$ cat src/rtl/flush_redirect_ctrl_if.sv
// Signal bundle between the flush/redirect sequencer and the WB/CSR/IF side.
// master = sequencer, slave = pipeline side.
interface flush_redirect_ctrl_if;
  logic        wb_ex;
  logic [5:0]  wb_ecode;
  logic        ertn_flush;
  logic        wb_refetch_flush;
  logic [31:0] wb_pc;
  logic [31:0] csr_eentry;
  logic [31:0] csr_tlbrentry;
  logic [31:0] csr_era;
  logic        inst_req_hs;
  logic        inst_data_ok;
  logic        flush;
  logic        busy;
  logic        discard;
  logic        redirect_valid;
  logic [31:0] redirect_pc;
  logic        redirect_ready;

  modport master (
    input  wb_ex, wb_ecode, ertn_flush, wb_refetch_flush, wb_pc,
    input  csr_eentry, csr_tlbrentry, csr_era,
    input  inst_req_hs, inst_data_ok, redirect_ready,
    output flush, busy, discard, redirect_valid, redirect_pc
  );

  modport slave (
    output wb_ex, wb_ecode, ertn_flush, wb_refetch_flush, wb_pc,
    output csr_eentry, csr_tlbrentry, csr_era,
    output inst_req_hs, inst_data_ok, redirect_ready,
    input  flush, busy, discard, redirect_valid, redirect_pc
  );
endinterface

$ cat src/rtl/flush_redirect_ctrl.sv
// Flush/redirect sequencer: captures WB exception/ertn/refetch, flushes the pipe,
// drains stale inst-SRAM responses, then holds the redirect PC until accepted.
module flush_redirect_ctrl #(
  parameter int unsigned OUTST_W     = 2,
  parameter logic [31:0] REFETCH_OFS = 32'd4
) (
  input  logic                  clk,
  input  logic                  resetn,
  flush_redirect_ctrl_if.master fr
);

  localparam logic [5:0]         ECODE_TLBR = 6'h3F;
  localparam logic [OUTST_W-1:0] OUTST_MAX  = '1;
  localparam logic [OUTST_W-1:0] OUTST_ONE  = OUTST_W'(1);

  typedef enum logic [1:0] {
    S_IDLE,
    S_FLUSH,
    S_DRAIN,
    S_REDIR
  } state_t;

  state_t               state, state_nxt;
  logic [OUTST_W-1:0]   outst_cnt, outst_nxt;
  logic [OUTST_W-1:0]   drain_cnt, drain_nxt;
  logic [31:0]          target, target_nxt, target_sel;
  logic                 event_any;

  logic                 flush_o, busy_o, discard_o, rv_o;
  logic [31:0]          rpc_o;

  assign event_any = fr.wb_ex | fr.ertn_flush | fr.wb_refetch_flush;

  always_comb begin
    if (fr.wb_ex) begin
      target_sel = (fr.wb_ecode == ECODE_TLBR) ? fr.csr_tlbrentry : fr.csr_eentry;
    end else if (fr.ertn_flush) begin
      target_sel = fr.csr_era;
    end else begin
      target_sel = fr.wb_pc + REFETCH_OFS;
    end
  end

  // Saturating in-flight counter; a simultaneous request and response cancel out.
  always_comb begin
    outst_nxt = outst_cnt;
    if (fr.inst_req_hs && !fr.inst_data_ok && outst_cnt != OUTST_MAX) begin
      outst_nxt = outst_cnt + OUTST_ONE;
    end else if (fr.inst_data_ok && !fr.inst_req_hs && outst_cnt != '0) begin
      outst_nxt = outst_cnt - OUTST_ONE;
    end
  end

  always_comb begin
    state_nxt  = state;
    drain_nxt  = drain_cnt;
    target_nxt = target;
    flush_o    = 1'b0;
    busy_o     = 1'b0;
    discard_o  = 1'b0;
    rv_o       = 1'b0;
    rpc_o      = '0;
    case (state)
      S_IDLE: begin
        if (event_any) begin
          state_nxt  = S_FLUSH;
          target_nxt = target_sel;
          drain_nxt  = outst_nxt;
        end
      end
      S_FLUSH: begin
        flush_o   = 1'b1;
        busy_o    = 1'b1;
        state_nxt = (drain_cnt != '0) ? S_DRAIN : S_REDIR;
      end
      S_DRAIN: begin
        busy_o    = 1'b1;
        discard_o = fr.inst_data_ok;
        if (fr.inst_data_ok) begin
          if (drain_cnt > OUTST_ONE) begin
            drain_nxt = drain_cnt - OUTST_ONE;
          end else begin
            drain_nxt = '0;
            state_nxt = S_REDIR;
          end
        end
      end
      S_REDIR: begin
        busy_o = 1'b1;
        rv_o   = 1'b1;
        rpc_o  = target;
        if (fr.redirect_ready) begin
          state_nxt = S_IDLE;
        end
      end
      default: state_nxt = S_IDLE;
    endcase
  end

  always_ff @(posedge clk or negedge resetn) begin
    if (!resetn) begin
      state     <= S_IDLE;
      outst_cnt <= '0;
      drain_cnt <= '0;
      target    <= '0;
    end else begin
      state     <= state_nxt;
      outst_cnt <= outst_nxt;
      drain_cnt <= drain_nxt;
      target    <= target_nxt;
    end
  end

  assign fr.flush          = flush_o;
  assign fr.busy           = busy_o;
  assign fr.discard        = discard_o;
  assign fr.redirect_valid = rv_o;
  assign fr.redirect_pc    = rpc_o;

endmodule

$ cat src/flat_wrapper.sv
// flat-port wrapper written by rule: the top's interface ports become plain ports
module flush_redirect_ctrl_flat 
#(
  parameter int unsigned OUTST_W     = 2,
  parameter logic [31:0] REFETCH_OFS = 32'd4
)
  (clk, resetn, fr_wb_ex, fr_wb_ecode, fr_ertn_flush, fr_wb_refetch_flush, fr_wb_pc, fr_csr_eentry, fr_csr_tlbrentry, fr_csr_era, fr_inst_req_hs, fr_inst_data_ok, fr_redirect_ready, fr_flush, fr_busy, fr_discard, fr_redirect_valid, fr_redirect_pc);
  flush_redirect_ctrl_if fr_i ();
  input  logic clk;
  input  logic resetn;
  input wire logic [$bits(fr_i.wb_ex)-1:0] fr_wb_ex;
  input wire logic [$bits(fr_i.wb_ecode)-1:0] fr_wb_ecode;
  input wire logic [$bits(fr_i.ertn_flush)-1:0] fr_ertn_flush;
  input wire logic [$bits(fr_i.wb_refetch_flush)-1:0] fr_wb_refetch_flush;
  input wire logic [$bits(fr_i.wb_pc)-1:0] fr_wb_pc;
  input wire logic [$bits(fr_i.csr_eentry)-1:0] fr_csr_eentry;
  input wire logic [$bits(fr_i.csr_tlbrentry)-1:0] fr_csr_tlbrentry;
  input wire logic [$bits(fr_i.csr_era)-1:0] fr_csr_era;
  input wire logic [$bits(fr_i.inst_req_hs)-1:0] fr_inst_req_hs;
  input wire logic [$bits(fr_i.inst_data_ok)-1:0] fr_inst_data_ok;
  input wire logic [$bits(fr_i.redirect_ready)-1:0] fr_redirect_ready;
  output wire logic [$bits(fr_i.flush)-1:0] fr_flush;
  output wire logic [$bits(fr_i.busy)-1:0] fr_busy;
  output wire logic [$bits(fr_i.discard)-1:0] fr_discard;
  output wire logic [$bits(fr_i.redirect_valid)-1:0] fr_redirect_valid;
  output wire logic [$bits(fr_i.redirect_pc)-1:0] fr_redirect_pc;
  assign fr_i.wb_ex = fr_wb_ex;
  assign fr_i.wb_ecode = fr_wb_ecode;
  assign fr_i.ertn_flush = fr_ertn_flush;
  assign fr_i.wb_refetch_flush = fr_wb_refetch_flush;
  assign fr_i.wb_pc = fr_wb_pc;
  assign fr_i.csr_eentry = fr_csr_eentry;
  assign fr_i.csr_tlbrentry = fr_csr_tlbrentry;
  assign fr_i.csr_era = fr_csr_era;
  assign fr_i.inst_req_hs = fr_inst_req_hs;
  assign fr_i.inst_data_ok = fr_inst_data_ok;
  assign fr_i.redirect_ready = fr_redirect_ready;
  assign fr_flush = fr_i.flush;
  assign fr_busy = fr_i.busy;
  assign fr_discard = fr_i.discard;
  assign fr_redirect_valid = fr_i.redirect_valid;
  assign fr_redirect_pc = fr_i.redirect_pc;
  flush_redirect_ctrl #(.OUTST_W(OUTST_W), .REFETCH_OFS(REFETCH_OFS)) u_core (.clk(clk), .resetn(resetn), .fr(fr_i));
endmodule
$ cat config.mk
export PLATFORM = sky130hd
export DESIGN_NAME = flush_redirect_ctrl_flat
export DESIGN_NICKNAME = d
export VERILOG_FILES = /design/src/rtl/flush_redirect_ctrl_if.sv /design/src/rtl/flush_redirect_ctrl.sv /design/src/flat_wrapper.sv
export SDC_FILE = /design/constraint.sdc
export NUM_CORES = 1
export LEC_CHECK = 0
export BUFFER_PORTS_ARGS = -buffer_cell sky130_fd_sc_hd__buf_2
export CAP_MARGIN = 25
export CORE_MARGIN = 2
export CORE_UTILIZATION = 45
export CTS_BUF_LIST = sky130_fd_sc_hd__clkbuf_4 sky130_fd_sc_hd__clkbuf_8 sky130_fd_sc_hd__clkbuf_16
export DETAILED_ROUTE_END_ITERATION = 8
export PLACE_DENSITY_LB_ADDON = 0.12
export SKIP_LAST_GASP = 1
export SYNTH_ARGS = -nofsm -noshare
export SYNTH_HDL_FRONTEND = slang
export SYNTH_SLANG_ARGS = --single-unit
export TNS_END_PERCENT = 20
$ cat constraint.sdc
create_clock -name clk -period 4.35 [get_ports clk]
set_input_delay 0.2175 -clock clk [delete_from_list [all_inputs] [get_ports clk]]
set_output_delay 0.2175 -clock clk [all_outputs]
set_load 0.05 [all_outputs]
## Word level (Yosys, flattened, before mapping)

Cells that the tools add are included.

| storage, ports and cells | value |
|---|---|
| input port bits | 142 |
| register bits | 38 |

| cells by class | value |
|---|---|
| reduce and logical (&&, ||, !) cells | 14 |
| magnitude comparators | 1 |
| add/subtract/negate cells | 4 |
| muxes and demuxes | 20 |
| bitwise operators | 2 |
| equality and inequality tests | 9 |

Operators with widths:

| operator | count |
|---|---|
| two-way mux 32 bit | 4 |
| adder 32 x 3 -> 32 bit, second input constant | 1 |
| two-way mux 2 bit | 9 |
| != test 2 bit, second input constant | 4 |
| case mux 2 bit (4 select lines) | 1 |
| equality test 6 bit, second input constant | 1 |
| nonzero test 2 bit | 3 |
| two-way mux 1 bit | 5 |
| equality test 2 bit, second input constant | 2 |
| logical AND 1 bit | 4 |
| case mux 2 bit (2 select lines) | 1 |
| AND reduction 4 bit | 1 |
| subtractor 2 x 1 -> 2 bit, second input constant | 2 |
| AND reduction 3 bit | 1 |
| OR reduction 3 bit | 1 |
| adder 2 x 1 -> 2 bit, second input constant | 1 |
| equality test 2 x 1 -> 1 bit, second input constant | 1 |
| greater-than comparator 2 x 1 -> 1 bit, second input constant | 1 |
| logical NOT 1 bit | 2 |
| logical NOT 2 bit | 1 |
| != test 2 x 1 -> 1 bit, second input constant | 1 |
| bitwise OR 1 bit | 2 |
| AND reduction 2 bit | 1 |

## Depth between registers and ports, before layout

Gate-level depths: netlist (run 1).

| logic depth | value |
|---|---|
| depth in word-level cells | 7 |
| mapped depth | 9 |

## Least setup slack after synthesis (run 1)

Ideal clock, no wire load.

| path | value |
|---|---|
| path kind | register to output |
| start | reg u_core.state[0] |
| end | out fr_redirect_pc[31] |
| arrival time | 1,615 ps |
| path slack | 2,517 ps |
| cell stages (with the launch flop) | 4 |
| path buffers | 1 |
| cells stage by stage | dfrtp_1 -> ha_1 -> clkbuf_1 -> and2_1 |

| on the way | value |
|---|---|
| cells in the longest elaborated chain, start to end | 2 |

Ends and longest elaborated chain:

| what | line | text |
|---|---|---|
| from (decl) | flush_redirect_ctrl.sv:23 | `state_t state, state_nxt;` |
| from (signal assigned) | flush_redirect_ctrl.sv:107 | `state <= state_nxt;` |
| equality test 2 bit | flush_redirect_ctrl.sv:63 | `case (state)` |
| two-way mux 32 bit | flush_redirect_ctrl.sv:63 |  |
| to (decl) | flat_wrapper.sv:26 | `output wire logic [$bits(fr_i.redirect_pc)-1:0] fr_redirect_pc;` |

Every way passes these cells.

## Worst setup path in the final report (run 1)

| path | value |
|---|---|
| start | reg u_core.state[0] |
| end | reg u_core.target[12] |

| on the way | value |
|---|---|
| cells in the longest elaborated chain, start to end | 2 |

Ends and longest elaborated chain:

| what | line | text |
|---|---|---|
| logical NOT 2 bit | flush_redirect_ctrl.sv:63 |  |
| AND reduction 2 bit (no line) | -- |  |
| to (signal assigned) | flush_redirect_ctrl.sv:110 | `target <= target_nxt;` |
| to (decl) | flush_redirect_ctrl.sv:26 | `logic [31:0] target, target_nxt, target_sel;` |

Every way passes these cells.
A chain may end at the register's enable or synchronous reset.

==> metrics.cfg, run 1 <==
[global_routing]
grt-ovfl-total = 0
antenna_found_initial = 0
grt_pass1_vias = 3600
grtUsageTotal_pct = 25.4
grt_max_degree = 51
grt_pass1_wl_mm = 17.2

[logic_synthesis]
synth.distinct_cells = 54
yosysSeqAreaShare_pct = 27.4
synth.top_cell.area_share_pct = 27.4
avgSynthCellArea_sq_um = 8.31
yosysTopAreaCell = dfrtp_1
synth_warnings = 0
async_flop_share_pct = 100
synth_edf_count = 0
synth_area_leaders = dfrtp_1 (27%), mux2i_1 (8.9%), and2_1 (6.9%), nor2_1 (4.1%), xor2_1 (3.5%)
synth_top_flop_cell = dfrtp_1
synthCells = 417
ys_ff_latch = 38
netlist_area_sq_mm = 0.00347
syn-num-nets = 567

[die]
rows = 32
ioPinCount = 178
die_h_um = 91.8
initial_utilization_pct = 45.6
dieArea_sq_mm = 0.00842
die_w_um = 91.8
core_area_sq_mm = 0.00761

[route]
drt-pass1-iter-count = 5
antenna_left = 0
drcViolationCount = 0
vias = 3751
wl_per_cell_um = 15.7
drt-total-wl_mm = 10.7
drt_iter0_drc = 197
post_drt_via_cell_ratio = 5.50

[sta]
setup_viol = 0
skew_ps = 3.70
hold_viol_final = 0
rsz0062_at_grt = false
period_share_pct = 56.4
fmax_ghz = 0.408
relSlewSlack_pct = 42.5
tightest_slew_ps = 862
min_period_ps = 2450
tns_ps = 0
slew_violations = 0

[power_and_ir_drop]
power_leakage_nw = 2.13
ir_worst_vdd_mv = 0.202
power.total_w = 0.00224
p_per_area_mw_per_mm2 = 498

[final_layout]
n_fill_cell = 738
diodes = 0
mostFrequentLayoutCells = buf_2 (177), and2_1 (38), nor2_1 (38), dfrtp_1 (38), nand2_1 (32)
finish.utilization_pct = 59.2
regArea_sq_um = 951
multiInputGateArea_sq_mm = 0.00237
layout_commonest_cell = buf_2
drive_above_1_share_pct = 36.0
final_cell_count_no_fill = 682
final_nets = 729
area_growth_pct = 29.9

[critical_path]
rr_worst_depth = 7
cp.required_ps = 4530
cp_common_cell = nor2_1
r2r-end = u_core.target[12]
crit_end = u_core.target[12]
rr_startpoint = u_core.state[0]
slowest_delay_ps = 540
critPathArrivalTime_ps = 2630
crit_slowest_cell = ha_1
reg2reg_slack_ps = 1900
endpoint_kind = register
crit_type = register to register
path_max_fanout = 17
critical_path.cell_chain = inv_1 -> ha_1 -> nand2b_1 -> nor2_1 -> nand2_1 -> o22ai_1 -> nor2_1
start_kind = register
setup.worst_path.start = u_core.state[0]

[flow_run]
maxCapViolCount = 0

[clocking]
clock_sinks = 38
cts_tree = built
clkTransAtPathRegs_ps = 80
cts_buffers = 5
cts-root-buf = clkbuf_8
clk_latency_ps = 290
post_cts_buffers = 0
cts_hold_buf = 0
clock_path_buffers = 2
htree_levels = 2
post_cts_resized = 0

[run_status]
status = finished clean

[placement]
routabilityCongestion = 0.866
portBuffers = 177
dp.cells = 673
hpwl_mm = 8.44

[min_path]
hold_class = input port to asynchronous set/reset pin

flip-flops by register name, summed over array words and instances (netlist names):
| signal | flops |
|---|---|
| u_core.target | 32 |
| u_core.drain_cnt | 2 |
| u_core.outst_cnt | 2 |
| u_core.state | 2 |
area by class of cell:
cell class                 instances  share of cell area [%]
timing repair buffer             180                    20.4
tap                              102                    2.83
inverter                          11                   0.917
clock buffer                       7                    2.00
clock inverter                     1                   0.111
sequential                        38                    21.1
multi-input combinational        343                    52.6
layer usage:
metal | wire length (um) | share of wire [%] | vias up | track usage, %
met1 | 4800 | 45 | 1704 | 35.9
met2 | 4950 | 46 | 175 | 40.6
met4 | 220 | 2.1 | 0 | 7.96
met3 | 741 | 6.9 | 19 | 3.29
met5 | 0 | 0 | - | 0
li1 | - | - | 1853 | -
Yosys cell counts (3+ instances only):
cell type / n
a22oi_1: 8
buf_2: 3
xor2_1: 14
a21oi_1: 20
xnor2_1: 11
a22o_1: 3
nor2b_1: 6
a222oi_1: 3
clkbuf_1: 14
nor4_1: 3
a21o_1: 4
o31a_1: 3
nor2_1: 38
nand2b_1: 5
nand2_1: 32
o21ai_0: 20
and3_1: 3
o21ai_1: 3
mux2_2: 8
o22a_1: 5
dfrtp_1: 38
mux2i_1: 31
buf_1: 4
nor3_1: 6
a221o_1: 4
inv_1: 9
ha_1: 8
nand3_1: 10
and2_1: 38
o221ai_1: 10
nand4_1: 13
o22ai_1: 7
a211oi_1: 5
power breakdown:
part           switching (W)  total [W]  leakage (nW)  internal [W]
Clock               0.000124   0.000259        0.0517      0.000134
Combinational       0.000865    0.00134          1.61      0.000471
Sequential          0.000117   0.000649         0.462      0.000532
Total                0.00111    0.00224          2.13       0.00114
worst max-delay path: cells and delay by family (launching register included):
kind	cells	cell delay, ps
AOI/OAI and AO/OA	1	260
buffers and inverters	1	140
adders and majority gates	1	540
and+or+nand+nor	4	980
DFF	1	420
metrics by stage:
step / hold WS [ps] / setup WS [ps] / instance area (sq um)
floorplan: -78.1 / 2520 / 3470
global placement: 379 / 1990 / 4380
detailed placement: 378 / 1940 / 4400
CTS: 62.0 / 1930 / 4490
global route: 90.5 / 1620 / 4500
finish: 26.7 / 1900 / 4500
worst min path at each step:
stage,start,end,slack [ps],cells after the start
after floorplan,resetn,u_core.drain_cnt[0],-80,0
after global placement,resetn,u_core.target[3],380,1
after detailed placement,resetn,u_core.target[3],380,1
after CTS,resetn,u_core.target[3],60,1
after global routing,resetn,u_core.target[3],90,1
final,resetn,u_core.target[1],30,1
cells by family after synthesis:
kind of cell | share of synthesized area, %
adders and majority gates | 2.89
DFF | 27.4
AOI/OAI and AO/OA | 21.2
muxes | 11.5
xor gates and xnor gates | 6.32
buffers and inverters | 4.47
and+or+nand+nor | 26.2
(Power assumes the default switching activity.)
==> run 2, diff against run 1 <==
--- a/config.mk
+++ b/config.mk
@@ -8,7 +8,7 @@
 export BUFFER_PORTS_ARGS = -buffer_cell sky130_fd_sc_hd__buf_2
 export CAP_MARGIN = 25
 export CORE_MARGIN = 2
-export CORE_UTILIZATION = 45
+export CORE_UTILIZATION = 42
 export CTS_BUF_LIST = sky130_fd_sc_hd__clkbuf_4 sky130_fd_sc_hd__clkbuf_8 sky130_fd_sc_hd__clkbuf_16
 export DETAILED_ROUTE_END_ITERATION = 8
 export PLACE_DENSITY_LB_ADDON = 0.12
==> constraint.sdc (replaced) <==
create_clock -name clk -period 2.1 [get_ports clk]
set_input_delay 0.105 -clock clk [delete_from_list [all_inputs] [get_ports clk]]
set_output_delay 0.105 -clock clk [all_outputs]
set_load 0.05 [all_outputs]
==> metrics.cfg, run 2 (synthesized netlist as in run 1, its figures left out) <==
[run_status]
status = finished clean

[sta]
setup_viol = 0
tns_ps = 0
fmax_ghz = 0.540
rsz0062_at_grt = false
postLayoutSetupSlackWorst_ps = 249
period_share_pct = 88.2
relSlewSlack_pct = 41.0
min_period_ps = 1850
slew_violations = 0
tightest_slew_ps = 885
hold_viol_final = 0
fin_hold_ws_ps = 79.6
skew_ps = 5.63

[critical_path]
crit_buf_inv = 3
reg2reg_slack_ps = 260
cp_common_cell = buf_4
critical_path.cell_chain = ha_1 -> buf_4 -> buf_4 -> and2_1 -> buf_2
start_kind = register
critPathArrivalTime_ps = 1750
crit_type = register to output pin
endpoint_kind = output pin
cp.required_ps = 2000
crit_family = buffers and inverters
crit_slowest_cell = dfrtp_1
slowest_delay_ps = 390
path_max_fanout = 21

[route]
drt-total-wl_mm = 11.3
drt-pass1-iter-count = 5
drcViolationCount = 0
wl_per_cell_um = 16.2
vias = 3795
antenna_left = 0
post_drt_via_cell_ratio = 5.47
drt_iter0_drc = 155

[final_layout]
drive_above_1_share_pct = 36.8
area_growth_pct = 32.1
final_nets = 738
largest_reg_flops = 32
multiInputGateArea_sq_mm = 0.00237
layout_commonest_cell = buf_2
mostFrequentLayoutCells = buf_2 (177), and2_1 (38), nor2_1 (38), dfrtp_1 (38), nand2_1 (32)
regMostFlops = u_core.target
diodes = 0
n_fill_cell = 812
regArea_sq_um = 951

[power_and_ir_drop]
ir_worst_vdd_mv = 0.308
power_leakage_nw = 2.17
p_per_area_mw_per_mm2 = 1020

[clocking]
cts-root-buf = clkbuf_8
clock_sinks = 38
cts_hold_buf = 1
post_cts_resized = 0
clock_path_buffers = 2
post_cts_buffers = 0
clk_latency_ps = 290
cts_tree = built
clkTransAtPathRegs_ps = 70
htree_levels = 2
cts_buffers = 5

[global_routing]
grt-ovfl-total = 0
grt_pass1_wl_mm = 17.3
grt_max_degree = 39
antenna_found_initial = 0
grt_pass1_vias = 3601
grtUsageTotal_pct = 25.1

[placement]
routabilityCongestion = 0.899
hpwl_mm = 8.87
portBuffers = 177
preCtsSetupSlack_ps = 279

[die]
core_area_sq_mm = 0.00809
die_w_um = 94.9
dieArea_sq_mm = 0.00900
rows = 33
ioPinCount = 178
initial_utilization_pct = 42.8
die_h_um = 94.9

[min_path]
hold_class = input port to register

[flow_run]
maxCapViolCount = 0

[run 2: per-layer routing]
metal  part of all wire [%]  GRT usage [%]  up-vias
met4                    1.9           8.70        0
met1                     44           33.3     1766
li1                       -              -     1869
met2                     48           41.4      145
met3                    6.6           3.99       15
met5                      0              0        -
[run 2: where the power goes]
group	leakage (nW)	internal (W)	switching, W
sequential	0.462	0.00110	0.000228
clock	0.0517	0.000278	0.000264
combinational	1.66	0.000994	0.00181
total	2.17	0.00237	0.00230
[run 2: worst register-to-register path, stage by stage (launching register included)]
cell      delay, ps
dfrtp_1         410
inv_1           130
ha_1            370
nand2b_1        140
nor2_1          150
nand2_1         230
o22ai_1         260
nor2_1           60
[run 2: path summary, 6_finish.rpt]
path	startpoint	end	depth (start not counted)
worst max-delay path	u_core.state[1]	fr_redirect_pc[19]	5
worst min-delay path	fr_inst_req_hs	u_core.outst_cnt[1]	2
worst max register to register	u_core.state[1]	u_core.target[12]	7
worst min register to register	u_core.target[0]	u_core.target[0]	2
max in group asynchronous	resetn	u_core.outst_cnt[0]	2
min in group asynchronous	resetn	u_core.target[3]	2
[run 2: area by class of cell]
cell class                 instances  share of cell area (%)
sequential                        38                    20.8
clock buffer                       7                    1.97
tap                              105                    2.87
inverter                          11                   0.902
timing repair buffer             189                    21.6
clock inverter                     1                   0.109
multi-input combinational        343                    51.7
[run 2: per-stage QoR]
step                power (W)  area, sq um  std cells  util (%)
global route          0.00503         4580        694      56.6
global placement      0.00406         4470        685      55.3
floorplan             0.00335         3470        417         -
finish                0.00468         4580        694      56.6
CTS                   0.00468         4580        694      56.6
detailed placement    0.00413         4470        685      55.3
